$ cat config.mk
export PLATFORM = sky130hd
export DESIGN_NAME = display_vector_packer
export DESIGN_NICKNAME = d
export VERILOG_FILES = /design/src/rtl/display_vector_packer.sv
export SDC_FILE = /design/constraint.sdc
export NUM_CORES = 1
export LEC_CHECK = 0
export ABC_CLOCK_PERIOD_IN_PS = 1850
export CAP_MARGIN = 5
export CELL_PAD_IN_SITES_DETAIL_PLACEMENT = 0
export CELL_PAD_IN_SITES_GLOBAL_PLACEMENT = 1
export CORE_MARGIN = 2
export CORE_UTILIZATION = 39
export DETAILED_ROUTE_END_ITERATION = 8
export PLACE_DENSITY = 0.84
export SLEW_MARGIN = 20
export SYNTH_ARGS = -nofsm -noshare
export SYNTH_HDL_FRONTEND = slang
export SYNTH_SLANG_ARGS = --single-unit
export TNS_END_PERCENT = 20
$ cat constraint.sdc
create_clock -name clk -period 1.85 [get_ports clk]
set_input_delay 0.2775 -clock clk [delete_from_list [all_inputs] [get_ports clk]]
set_output_delay 0.2775 -clock clk [all_outputs]
set_load 0.005 [all_outputs]
$ cat src/rtl/display_vector_packer.sv
// display_vector_packer
//   Producer side of the 42-bit six-digit seven-segment display bus.
//   Accepts an unsigned binary value over valid/ready, converts it to six
//   BCD digits with a sequential shift-add-3 (one bit per clock), encodes
//   each digit to seven segments and registers the packed vector.
//
// Ports
//   clk        system clock, rising edge
//   rstN       asynchronous active-low reset
//   valueIn    [BIN_WIDTH-1:0] unsigned value to display
//   inValid    valueIn valid this cycle
//   inReady    idle, a value is accepted on the next edge with inValid
//   vectorOut  [41:0] digit k (k=0 ones) at [41-7k -: 7], bit 6=g .. bit 0=a
//   outValid   one-cycle pulse, vectorOut updated this cycle

// Per-digit segment encoder. dash wins over blank, blank wins over digit.
module display_seg_enc #(
  parameter bit ACTIVE_LOW = 1'b1
) (
  input  logic [3:0] digit,
  input  logic       blank,
  input  logic       dash,
  output logic [6:0] seg
);
  logic [6:0] raw;

  always_comb begin
    raw = 7'b0000000;
    if (dash) begin
      raw = 7'b1000000;
    end else if (!blank) begin
      case (digit)
        4'd0:    raw = 7'b0111111;
        4'd1:    raw = 7'b0000110;
        4'd2:    raw = 7'b1011011;
        4'd3:    raw = 7'b1001111;
        4'd4:    raw = 7'b1100110;
        4'd5:    raw = 7'b1101101;
        4'd6:    raw = 7'b1111101;
        4'd7:    raw = 7'b0000111;
        4'd8:    raw = 7'b1111111;
        4'd9:    raw = 7'b1101111;
        default: raw = 7'b0000000;
      endcase
    end
  end

  assign seg = ACTIVE_LOW ? ~raw : raw;
endmodule

module display_vector_packer #(
  parameter int BIN_WIDTH     = 20,
  parameter bit ACTIVE_LOW    = 1'b1,
  parameter bit BLANK_LEADING = 1'b1
) (
  input  logic                 clk,
  input  logic                 rstN,
  input  logic [BIN_WIDTH-1:0] valueIn,
  input  logic                 inValid,
  output logic                 inReady,
  output logic [41:0]          vectorOut,
  output logic                 outValid
);
  localparam int          NUM_DIG = 6;
  localparam int          CW      = $clog2(BIN_WIDTH + 1);
  localparam logic [41:0] SEG_OFF = {42{ACTIVE_LOW}};

  typedef enum logic [1:0] {IDLE, CONVERT, ENCODE} state_t;

  state_t                        state;
  logic [BIN_WIDTH-1:0]          shift;
  logic [NUM_DIG-1:0][3:0]       bcd;
  logic [NUM_DIG-1:0][3:0]       adj;
  logic [23:0]                   adj_flat;
  logic [CW-1:0]                 cnt;
  logic                          ovf;
  logic [NUM_DIG-1:0]            blank;
  logic [NUM_DIG-1:0][6:0]       seg;
  logic [41:0]                   packed_vec;

  assign inReady = (state == IDLE);

  // add-3 correction ahead of each shift
  always_comb begin
    for (int i = 0; i < NUM_DIG; i++)
      adj[i] = (bcd[i] >= 4'd5) ? bcd[i] + 4'd3 : bcd[i];
  end
  assign adj_flat = adj;

  // A digit is blank when it and every higher digit is zero; ones never blank.
  always_comb begin
    blank = '0;
    blank[NUM_DIG-1] = BLANK_LEADING && (bcd[NUM_DIG-1] == 4'd0);
    for (int k = NUM_DIG - 2; k >= 1; k--)
      blank[k] = blank[k+1] && (bcd[k] == 4'd0);
  end

  genvar g;
  generate
    for (g = 0; g < NUM_DIG; g++) begin : g_dig
      display_seg_enc #(.ACTIVE_LOW(ACTIVE_LOW)) u_enc (
        .digit (bcd[g]),
        .blank (blank[g]),
        .dash  (ovf),
        .seg   (seg[g])
      );
    end
  endgenerate

  // ones digit goes to the top of the bus
  always_comb begin
    packed_vec = '0;
    for (int k = 0; k < NUM_DIG; k++)
      packed_vec[41-7*k -: 7] = seg[k];
  end

  always_ff @(posedge clk or negedge rstN) begin
    if (!rstN) begin
      state     <= IDLE;
      shift     <= '0;
      bcd       <= '0;
      cnt       <= '0;
      ovf       <= 1'b0;
      vectorOut <= SEG_OFF;
      outValid  <= 1'b0;
    end else begin
      outValid <= 1'b0;
      case (state)
        IDLE: begin
          if (inValid) begin
            shift <= valueIn;
            bcd   <= '0;
            cnt   <= CW'(BIN_WIDTH);
            ovf   <= 1'b0;
            state <= CONVERT;
          end
        end
        CONVERT: begin
          // Any bit leaving the top nibble means a seventh digit exists,
          // i.e. the value exceeds 999999.
          bcd   <= {adj_flat[22:0], shift[BIN_WIDTH-1]};
          ovf   <= ovf | adj_flat[23];
          shift <= shift << 1;
          cnt   <= cnt - 1'b1;
          if (cnt == CW'(1)) state <= ENCODE;
        end
        ENCODE: begin
          vectorOut <= packed_vec;
          outValid  <= 1'b1;
          state     <= IDLE;
        end
        default: state <= IDLE;
      endcase
    end
  end
endmodule

==> impl_metrics.tcl, run 1 <==
set metrics [dict create \
    synth_top_family_by_area "compound AO/OA/AOI/OAI gates" \
    first_pass_iters 5 \
    die_w_microns 120 \
    setup_viol 12 \
    cts_max_level 3 \
    hold_viol 0 \
    worstPathRequired_ns 2.15 \
    final_core_util 0.513 \
    synth_compound_area_frac 0.238 \
    internal_power_uw 6260 \
    coreArea_sq_mm 0.0132 \
    crit_type "register to register" \
    hold_depth 2 \
    yosysWarnings 0 \
    pwr-share-clk 0.170 \
    num_rows 42 \
    violations "negative setup slack" \
    drive_gt1_frac 0.195 \
    diodes 0 \
    die_h_microns 120 \
    slew_viol_final 0 \
    finalCriticalPeriod_ns 1.91 \
    syn_area_per_cell_sq_um 9.62 \
    grt_pass1_wl_microns 21600 \
    status "finished, violations left" \
    syn_nets 610 \
    clock_sinks 95 \
    finClkSkew_ns 0.00712 \
    drcViolationCount 0 \
    min_period_over_period 1.03 \
    fill_cells 1210 \
    vias_per_cell 5.33 \
    async_reset_ff_frac 1.00 \
    grt.overflow.total 0 \
    reg2regPathDepth 7 \
    dieArea_sq_mm 0.0145 \
    seqPwrFrac 0.328 \
    ioPinCount 67 \
    grt_max_degree 45 \
    cts_tree "done" \
    finalSetupTns_ns -0.495 \
    initial_core_util 0.399 \
    arrival_ns 2.21 \
    setup_slack_ns -0.0629 \
    slew_headroom 0.437 \
    fin_nets 701 \
    maxCapViolCount 0 \
    gp_congestion 0.853 \
    dp_hpwl_microns 8920 \
    dpl_worst_slack_ns -0.0673 \
    static-leakage-power_uw 0.00282 \
    wl_microns 12800 \
    postRouteAntennaNets 0 \
    root_buffer "clkbuf_16" \
    dr_total_vias 4380 \
    ys_types 50 \
    synth_enable_flop_cells 0 \
    synth.ff_latch_count 95 \
    hp-class "register to register" \
    crit_path_end_kind "register" \
    switching_power_uw 4080 \
    yosysSeqAreaShare 0.459 \
    peakVddDrop_uv 682 \
    synth_xor_area_frac 0.0182 \
    synth-simple-area-share 0.146 \
    holdWs_ns 0.463 \
    grt.total_usage 0.186 \
    swShare 0.394 \
    avgRoutedWirePerCell_microns 15.6 \
    cts_inserted_buffers 9 \
    cts_buffer_depth 2 \
    worst-path-max-fanout 6 \
    max_freq_mhz 523 \
    synthMuxAreaShare 0.00379 \
    powerDensity_mw_per_mm2 1520 \
    rsz0062_at_grt "true" \
    critPathLaunchType "register" \
    synthFlopType "dfrtp_1" \
    antenna_found_initial 0 \
    worst_pin_slew_ns 0.842 \
    p_comb_frac 0.502 \
    io_buffers 66 \
    syn_inst 550 \
    clk_pin_slew_ns 0.06 \
    dp_cells 799 \
    grt_pass1_vias 4312 \
    drt_iter0_drc 254 \
    final_cells 822 \
    clock_latency_ns 0.35 \
    syn-cell-area_sq_mm 0.00529 \
    synth_fa_ha_area_frac 0.0875 \
    area_growth_pct 28.3 \
]
routing by layer:
metal | GRT usage | vias to the layer above | share of wire
li1 | - | 2139 | -
met1 | 0.249 | 2141 | 0.46
met2 | 0.297 | 84 | 0.49
met3 | 0.0302 | 16 | 0.032
met4 | 0.0814 | 0 | 0.020
met5 | 0 | - | 0
Yosys cell counts, drive strengths merged, types with 6 or more instances:
library cell | number | area [sq um]
o22ai | 13 | 81.3
a22oi | 20 | 150
clkbuf | 29 | 109
nor3 | 6 | 30.0
a31oi | 10 | 62.6
inv | 29 | 109
nand2b | 22 | 138
buf | 7 | 30.0
nand3 | 6 | 30.0
o21ai | 55 | 275
nor2b | 24 | 150
xnor2 | 7 | 61.3
o31ai | 7 | 52.6
nand2 | 24 | 90.1
dfstp | 42 | 1100
o22a | 19 | 166
ha | 37 | 463
nor2 | 37 | 139
dfrtp | 53 | 1330
nor3b | 6 | 45.0
a21oi | 47 | 235
final cells by class:
class | count | area (sq um) | share of cell area
clock buffers | 12 | 256 | 0.0378
flip-flops and latches | 95 | 2430 | 0.358
multi-input cells | 390 | 2680 | 0.395
repair buffers | 116 | 1070 | 0.157
well taps | 176 | 220 | 0.0324
inverters | 29 | 109 | 0.0160
clock inverters | 4 | 20.0 | 0.00295
per-stage QoR:
stage / instance area [sq um] / power, uW
2_1_floorplan: 5320 / 6640
3_3_place_gp: 6410 / 8210
3_5_place_dp: 6420 / 8400
4_1_cts: 6760 / 10300
5_1_grt: 6790 / 11200
6_report: 6790 / 10300
critical path: stages (launching register included):
cell,delay (ns)
dfrtp_1,0.39
inv_2,0.08
ha_4,0.13
or4b_4,0.49
nor4_4,0.28
buf_4,0.19
nand3b_4,0.16
o22a_1,0.13
final timing paths:
kind,start,endpoint,slack [ns]
hold reg to reg,vectorOut[34],vectorOut[34],0.46
hold / removal,vectorOut[34],vectorOut[34],0.46
setup reg to reg,bcd[17],vectorOut[26],-0.06
min in group asynchronous,rstN,outValid,0.48
setup / recovery,bcd[17],vectorOut[26],-0.06
max in group asynchronous,rstN,vectorOut[29],0.74
placed cells by master (no fill, tap or decap), types with 3 or more instances in the layout:
cell / count
o31ai_1: 7
buf_4: 47
o311ai_0: 3
a31oi_1: 10
nand2b_1: 22
o21bai_1: 4
a32o_1: 4
nor3_1: 5
or3_1: 4
clkdlybuf4s50_1: 65
inv_1: 25
nor2_1: 37
a21oi_1: 45
dfstp_2: 42
xnor2_1: 7
o21ai_0: 54
xor2_1: 4
o22ai_1: 13
dfrtp_1: 52
nand3_1: 6
o22a_1: 19
nand2_1: 23
clkbuf_16: 9
nor2b_1: 23
ha_1: 35
inv_2: 4
nor3b_1: 6
a22oi_1: 20
power groups by stage:
stage	registers (uW)	logic, uW	clock network, uW
finish	3390	5200	1760
global route	3490	5810	1890
detailed placement	3410	4990	0
CTS	3380	5120	1810
floorplan	3250	3390	0
global placement	3370	4840	0
cells by family (layout without fill, tap and decap cells):
family | Yosys count | count (layout)
and+or+nand+nor | 142 | 142
muxes | 2 | 2
xor gates and xnor gates | 11 | 11
AOI/OAI and AO/OA | 198 | 198
buffers and inverters | 65 | 161
adders and majority gates | 37 | 37
DFF | 95 | 95
registers in the layout, indices dropped and copies added (netlist names):
name,cells
shift,20
state,2
vectorOut,42
outValid,1
ovf,1
cnt,5
bcd,24
repair_timing:
action,in CTS,in global routing
hold buffers,1,0
setup endpoints to repair,22,25
resized for setup,5,6
pin swaps,4,2
buffers inserted,5,1
hold endpoints to repair,17,0
Note: power is estimated with default switching activity, not from simulation.
==> inputs of run 2 (changes only) <==
CORE_ASPECT_RATIO = 0.75   (was not set)
==> run 2 against run 1 <==
Against the previous run:
- the run still ends with negative setup slack left
- non-clock buffer count is 5 lower
- global-route usage is 0.099 points lower
- critical path depth stayed put
- sequential share of layout area is 0.11 points lower
- combinational power is 2% lower
- utilization is 0.66 points higher
- final area is 0.26% higher
- via count is 0.39% lower
- critical endpoint is now vectorOut[23]
- highest routed layer unchanged
==> impl_metrics.tcl, run 2 (synthesis results as in run 1) <==
set metrics [dict create \
    worstPathRequired_ns 2.14 \
    dp_hpwl_microns 9270 \
    final_common_cell "clkdlybuf4s50_1" \
    avgRoutedWirePerCell_microns 15.9 \
    reg_top3 "vectorOut x42, bcd x24, shift x20" \
    diodes 0 \
    holdWs_ns 0.353 \
    fill_cells 1155 \
    maxCapViolCount 0 \
    clock_sinks 95 \
    grt.overflow.total 0 \
    clock_latency_ns 0.35 \
    rsz0062_at_grt "true" \
    io_buffers 66 \
    crit_chain "inv_2 -> ha_4 -> or4b_4 -> nor4_4 -> buf_6 -> nand3b_4 -> o22a_1" \
    critPathMaxStageDelay_ns 0.49 \
    crit_type "register to register" \
    cp_slowest_cell "or4b_4" \
    dpl_worst_slack_ns -0.0757 \
    final_core_util 0.519 \
    grt_pass1_vias 4322 \
    crit_path_end_kind "register" \
    setup_viol 11 \
    postRouteAntennaNets 0 \
    ioPinCount 67 \
    largest_reg_flops 42 \
    drcViolationCount 0 \
    first_pass_iters 4 \
    regMostFlops "vectorOut" \
    peakVddDrop_uv 652 \
    grt_pass1_wl_microns 21700 \
    cts_inserted_buffers 9 \
    antenna_found_initial 0 \
    powerDensity_mw_per_mm2 1560 \
    min_period_over_period 1.04 \
    initial_core_util 0.403 \
    finalSetupTns_ns -0.393 \
    drt_iter0_drc 272 \
    cts_buffer_depth 2 \
    drive_gt1_frac 0.193 \
    num_rows 36 \
    gp_congestion 0.906 \
    slew_viol_final 0 \
    dr_total_vias 4363 \
    die_w_microns 138 \
    critPathLaunchType "register" \
    clk_pin_slew_ns 0.06 \
    fin_nets 696 \
    finClkSkew_ns 0.00578 \
    cts_tree "done" \
    status "finished, violations left" \
    hp-class "input pin to async pin" \
    mostFrequentLayoutCells "clkdlybuf4s50_1, o21ai_0, dfrtp_1, a21oi_1, dfstp_2" \
    die_h_microns 105 \
    slew_headroom 0.689 \
    root_buffer "clkbuf_16" \
    dieArea_sq_mm 0.0145 \
    vias_per_cell 5.37 \
    static-leakage-power_uw 0.00283 \
    worst-path-max-fanout 6 \
    grt_max_degree 39 \
    grt.total_usage 0.185 \
    hold_viol 0 \
    cts_max_level 3 \
    setup_slack_ns -0.0738 \
    finalCriticalPeriod_ns 1.92 \
    violations "negative setup slack" \
    worst_pin_slew_ns 0.465 \
    area_growth_pct 28.7 \
    arrival_ns 2.21 \
    coreArea_sq_mm 0.0131 \
    crit_buf_inv 2 \
    wl_microns 12900 \
    crit_family "simple AND/OR/NAND/NOR gates" \
    max_freq_mhz 520 \
]
## run 2: layout make-up
| cell class | count | area, sq um | share of cell area |
|---|---|---|---|
| Clock buffer | 10 | 239 | 0.0351 |
| Clock inverter | 6 | 108 | 0.0158 |
| Inverter | 29 | 109 | 0.0160 |
| Multi-Input combinational cell | 390 | 2680 | 0.394 |
| Sequential cell | 95 | 2430 | 0.357 |
| Tap cell | 171 | 214 | 0.0314 |
| Timing Repair Buffer | 111 | 1020 | 0.151 |
## run 2: repair_timing
item,4_1_cts,5_1_grt
pin swaps,5,5
hold endpoints to repair,6,0
setup endpoints to repair,14,29
gates resized for setup,4,10
hold buffers,1,0
setup buffers,1,0
## run 2: report_power, final
| group | leakage [uW] | switching, uW | internal [uW] |
|---|---|---|---|
| combinational | 0.00156 | 2710 | 2360 |
| sequential | 0.00111 | 572 | 2820 |
| clock | 0.000168 | 802 | 1350 |
| total | 0.00283 | 4080 | 6530 |
## run 2: per-layer routing
layer | up-vias | track usage | share of wire
li1 | 2139 | - | -
met1 | 2100 | 0.256 | 0.49
met2 | 112 | 0.284 | 0.45
met3 | 12 | 0.0426 | 0.046
met4 | 0 | 0.0656 | 0.014
met5 | - | 0 | 0
## run 2: worst paths after layout
check	from	endpoint	slack, ns	cells after the start
max	bcd[17]	vectorOut[23]	-0.07	7
min	rstN	outValid	0.35	2
max reg2reg	bcd[17]	vectorOut[23]	-0.07	7
min reg2reg	vectorOut[41]	vectorOut[41]	0.48	2
max in group asynchronous	rstN	vectorOut[12]	0.86	3
min in group clk	vectorOut[41]	vectorOut[41]	0.48	2
## run 2: metrics by stage
stage	instance area [sq um]	power (uW)	cells
2_1_floorplan	5320	6640	550
3_3_place_gp	6390	8220	794
3_5_place_dp	6390	8370	794
4_1_cts	6770	10600	812
5_1_grt	6810	11500	812
6_report	6810	10600	812
==> inputs of run 3 (changes only) <==
ABC_CLOCK_PERIOD_IN_PS = 2400   (was 1850)
CAP_MARGIN = 30   (was 5)
CORE_UTILIZATION = 47   (was 39)
PLACE_DENSITY = 0.94   (was 0.84)
clock period = 2.4 ns   (was 1.85 ns; I/O delays follow)
==> run 3 against run 2 <==
Against the previous run:
- the flow now finishes without violations
- non-clock buffer count decreased by 24
- global-route usage increased by 2.5 points
- worst hold slack improved by 0.13 ns
- clock skew increased by 0.00051 ns
- largest cell class unchanged
- highest routed layer unchanged
==> impl_metrics.tcl, run 3 (synthesis results as in run 1) <==
set metrics [dict create \
    status "finished clean" \
    p_total_uw 7660 \
    die_h_microns 95.9 \
    hold_viol 0 \
    slew_viol_final 0 \
    worst-path-max-fanout 7 \
    worstPathRequired_ns 2.64 \
    final_core_util 0.592 \
    reg2regPathDepth 6 \
    regMostFlops "vectorOut" \
    ff2ff_setup_slack_ns 0.14 \
    io_buffers 66 \
    crit_chain "inv_1 -> ha_1 -> or4b_4 -> nor4_4 -> a22oi_1 -> o21ai_0" \
    dr_total_vias 4301 \
    powerDensity_mw_per_mm2 1180 \
    ioPinCount 67 \
    timing.rr.end "vectorOut[34]" \
    static-leakage-power_uw 0.00268 \
    switching_power_uw 3010 \
    dieArea_sq_mm 0.0121 \
    finalCriticalPeriod_ns 2.26 \
    cp_slowest_cell "or4b_4" \
    coreArea_sq_mm 0.0109 \
    cts_max_level 3 \
    crit_type "register to register" \
    grt_pass1_vias 4211 \
    max_freq_mhz 443 \
    diodes 0 \
    root_buffer "clkbuf_16" \
    slew_headroom 0.577 \
    critPathLaunchType "register" \
    cts_buffer_depth 2 \
    worst_pin_slew_ns 0.628 \
    finClkSkew_ns 0.00629 \
    grt_pass1_wl_microns 20500 \
    min_period_over_period 0.940 \
    critPathMaxStageDelay_ns 0.51 \
    crit_end "vectorOut[34]" \
    p_comb_frac 0.446 \
    rsz0062_at_grt "false" \
    crit_path_end_kind "register" \
    antenna_found_initial 0 \
    cts_tree "done" \
    cts_resized 0 \
    grt.total_usage 0.210 \
    area_growth_pct 22.6 \
    first_pass_iters 5 \
    maxCapViolCount 0 \
    num_rows 33 \
    drcViolationCount 0 \
    postRouteAntennaNets 0 \
    pwr-share-clk 0.195 \
    reg_top3 "vectorOut x42, bcd x24, shift x20" \
    seqPwrFrac 0.359 \
    fill_cells 899 \
    clock_sinks 95 \
    final_common_cell "clkdlybuf4s50_1" \
    die_w_microns 126 \
    fin_nets 672 \
    initial_core_util 0.483 \
    internal_power_uw 4650 \
    worstReg2RegStart "bcd[17]" \
    largest_reg_flops 42 \
    gp_congestion 0.979 \
    cts_setup_buffers 0 \
    dp_hpwl_microns 8840 \
    wl_microns 12400 \
    drive_gt1_frac 0.143 \
    grt.overflow.total 0 \
    arrival_ns 2.49 \
    vias_per_cell 5.68 \
    cts_inserted_buffers 9 \
    hp-class "register to register" \
    swShare 0.393 \
    finalSetupTns_ns 0 \
    clk_pin_slew_ns 0.06 \
    setup_viol 0 \
    crit_start "bcd[17]" \
    peakVddDrop_uv 554 \
    clock_latency_ns 0.34 \
    avgRoutedWirePerCell_microns 16.4 \
    drt_iter0_drc 255 \
    grt_max_degree 65 \
    mostFrequentLayoutCells "clkdlybuf4s50_1, o21ai_0, dfrtp_1, a21oi_1, dfstp_2" \
]
## run 3: cell types whose count changed in the layout (fill, tap and decap cells not counted), moves of 3 or more
cell	change
buf_4	-21
buf_6	-3
bufinv_16	-3
clkbuf_8	+4
inv_1	+4
inv_2	-4
## run 3: worst max-delay path: cells and delay by family, from the launching register on
| family | cells | cell delay (ns) |
|---|---|---|
| simple gates | 2 | 0.94 |
| flops | 1 | 0.45 |
| compound gates | 2 | 0.38 |
| fa+ha+maj | 1 | 0.20 |
| buf+inv | 1 | 0.18 |
## run 3: how the worst min path moves through the flow
stage                  from           end  slack [ns]  depth (start not counted)
2_1_floorplan          rstN        bcd[0]        0.06                          0
3_3_place_gp           rstN      outValid        0.32                          1
3_5_place_dp           rstN      outValid        0.33                          1
4_1_cts        vectorOut[6]  vectorOut[6]        0.48                          2
5_1_grt        vectorOut[6]  vectorOut[6]        0.51                          2
6_report       vectorOut[6]  vectorOut[6]        0.48                          2
## run 3: area by class of cell
type	count	area (sq um)	area share
tap	140	175	0.0270
inverter	29	109	0.0168
clock inverter	1	5.00	0.000772
clock buffer	15	319	0.0492
timing repair buffer	87	831	0.128
sequential	95	2430	0.375
multi-input combinational	390	2610	0.403
## run 3: power by group through the flow
stage	logic (uW)	registers [uW]	clock network (uW)
5_1_grt	3820	2830	1590
2_1_floorplan	2570	2500	0
3_3_place_gp	3260	2720	0
6_report	3420	2750	1490
3_5_place_dp	3370	2760	0
4_1_cts	3410	2740	1530
## run 3: what timing repair did
action,CTS,global route
setup endpoints to repair,0,6
hold buffers,1,0
hold endpoints to repair,7,0
## run 3: per-layer routing
layer  vias up  track usage  wire (microns)
met3         6       0.0461             563
li1       2087            -               -
met2        96        0.340            5870
met1      2112        0.285            5910
met5         -            0               0
met4         0       0.0632              74
## run 3: per-stage QoR
stage	std cells	area, sq um	hold slack [ns]	setup slack [ns]
final	757	6480	0.479	0.145
after CTS	757	6480	0.481	0.143
after global routing	757	6480	0.505	0.00163
after floorplan	550	5290	0.0644	0.411
after global placement	740	6150	0.324	0.223
after detailed placement	740	6150	0.326	0.161
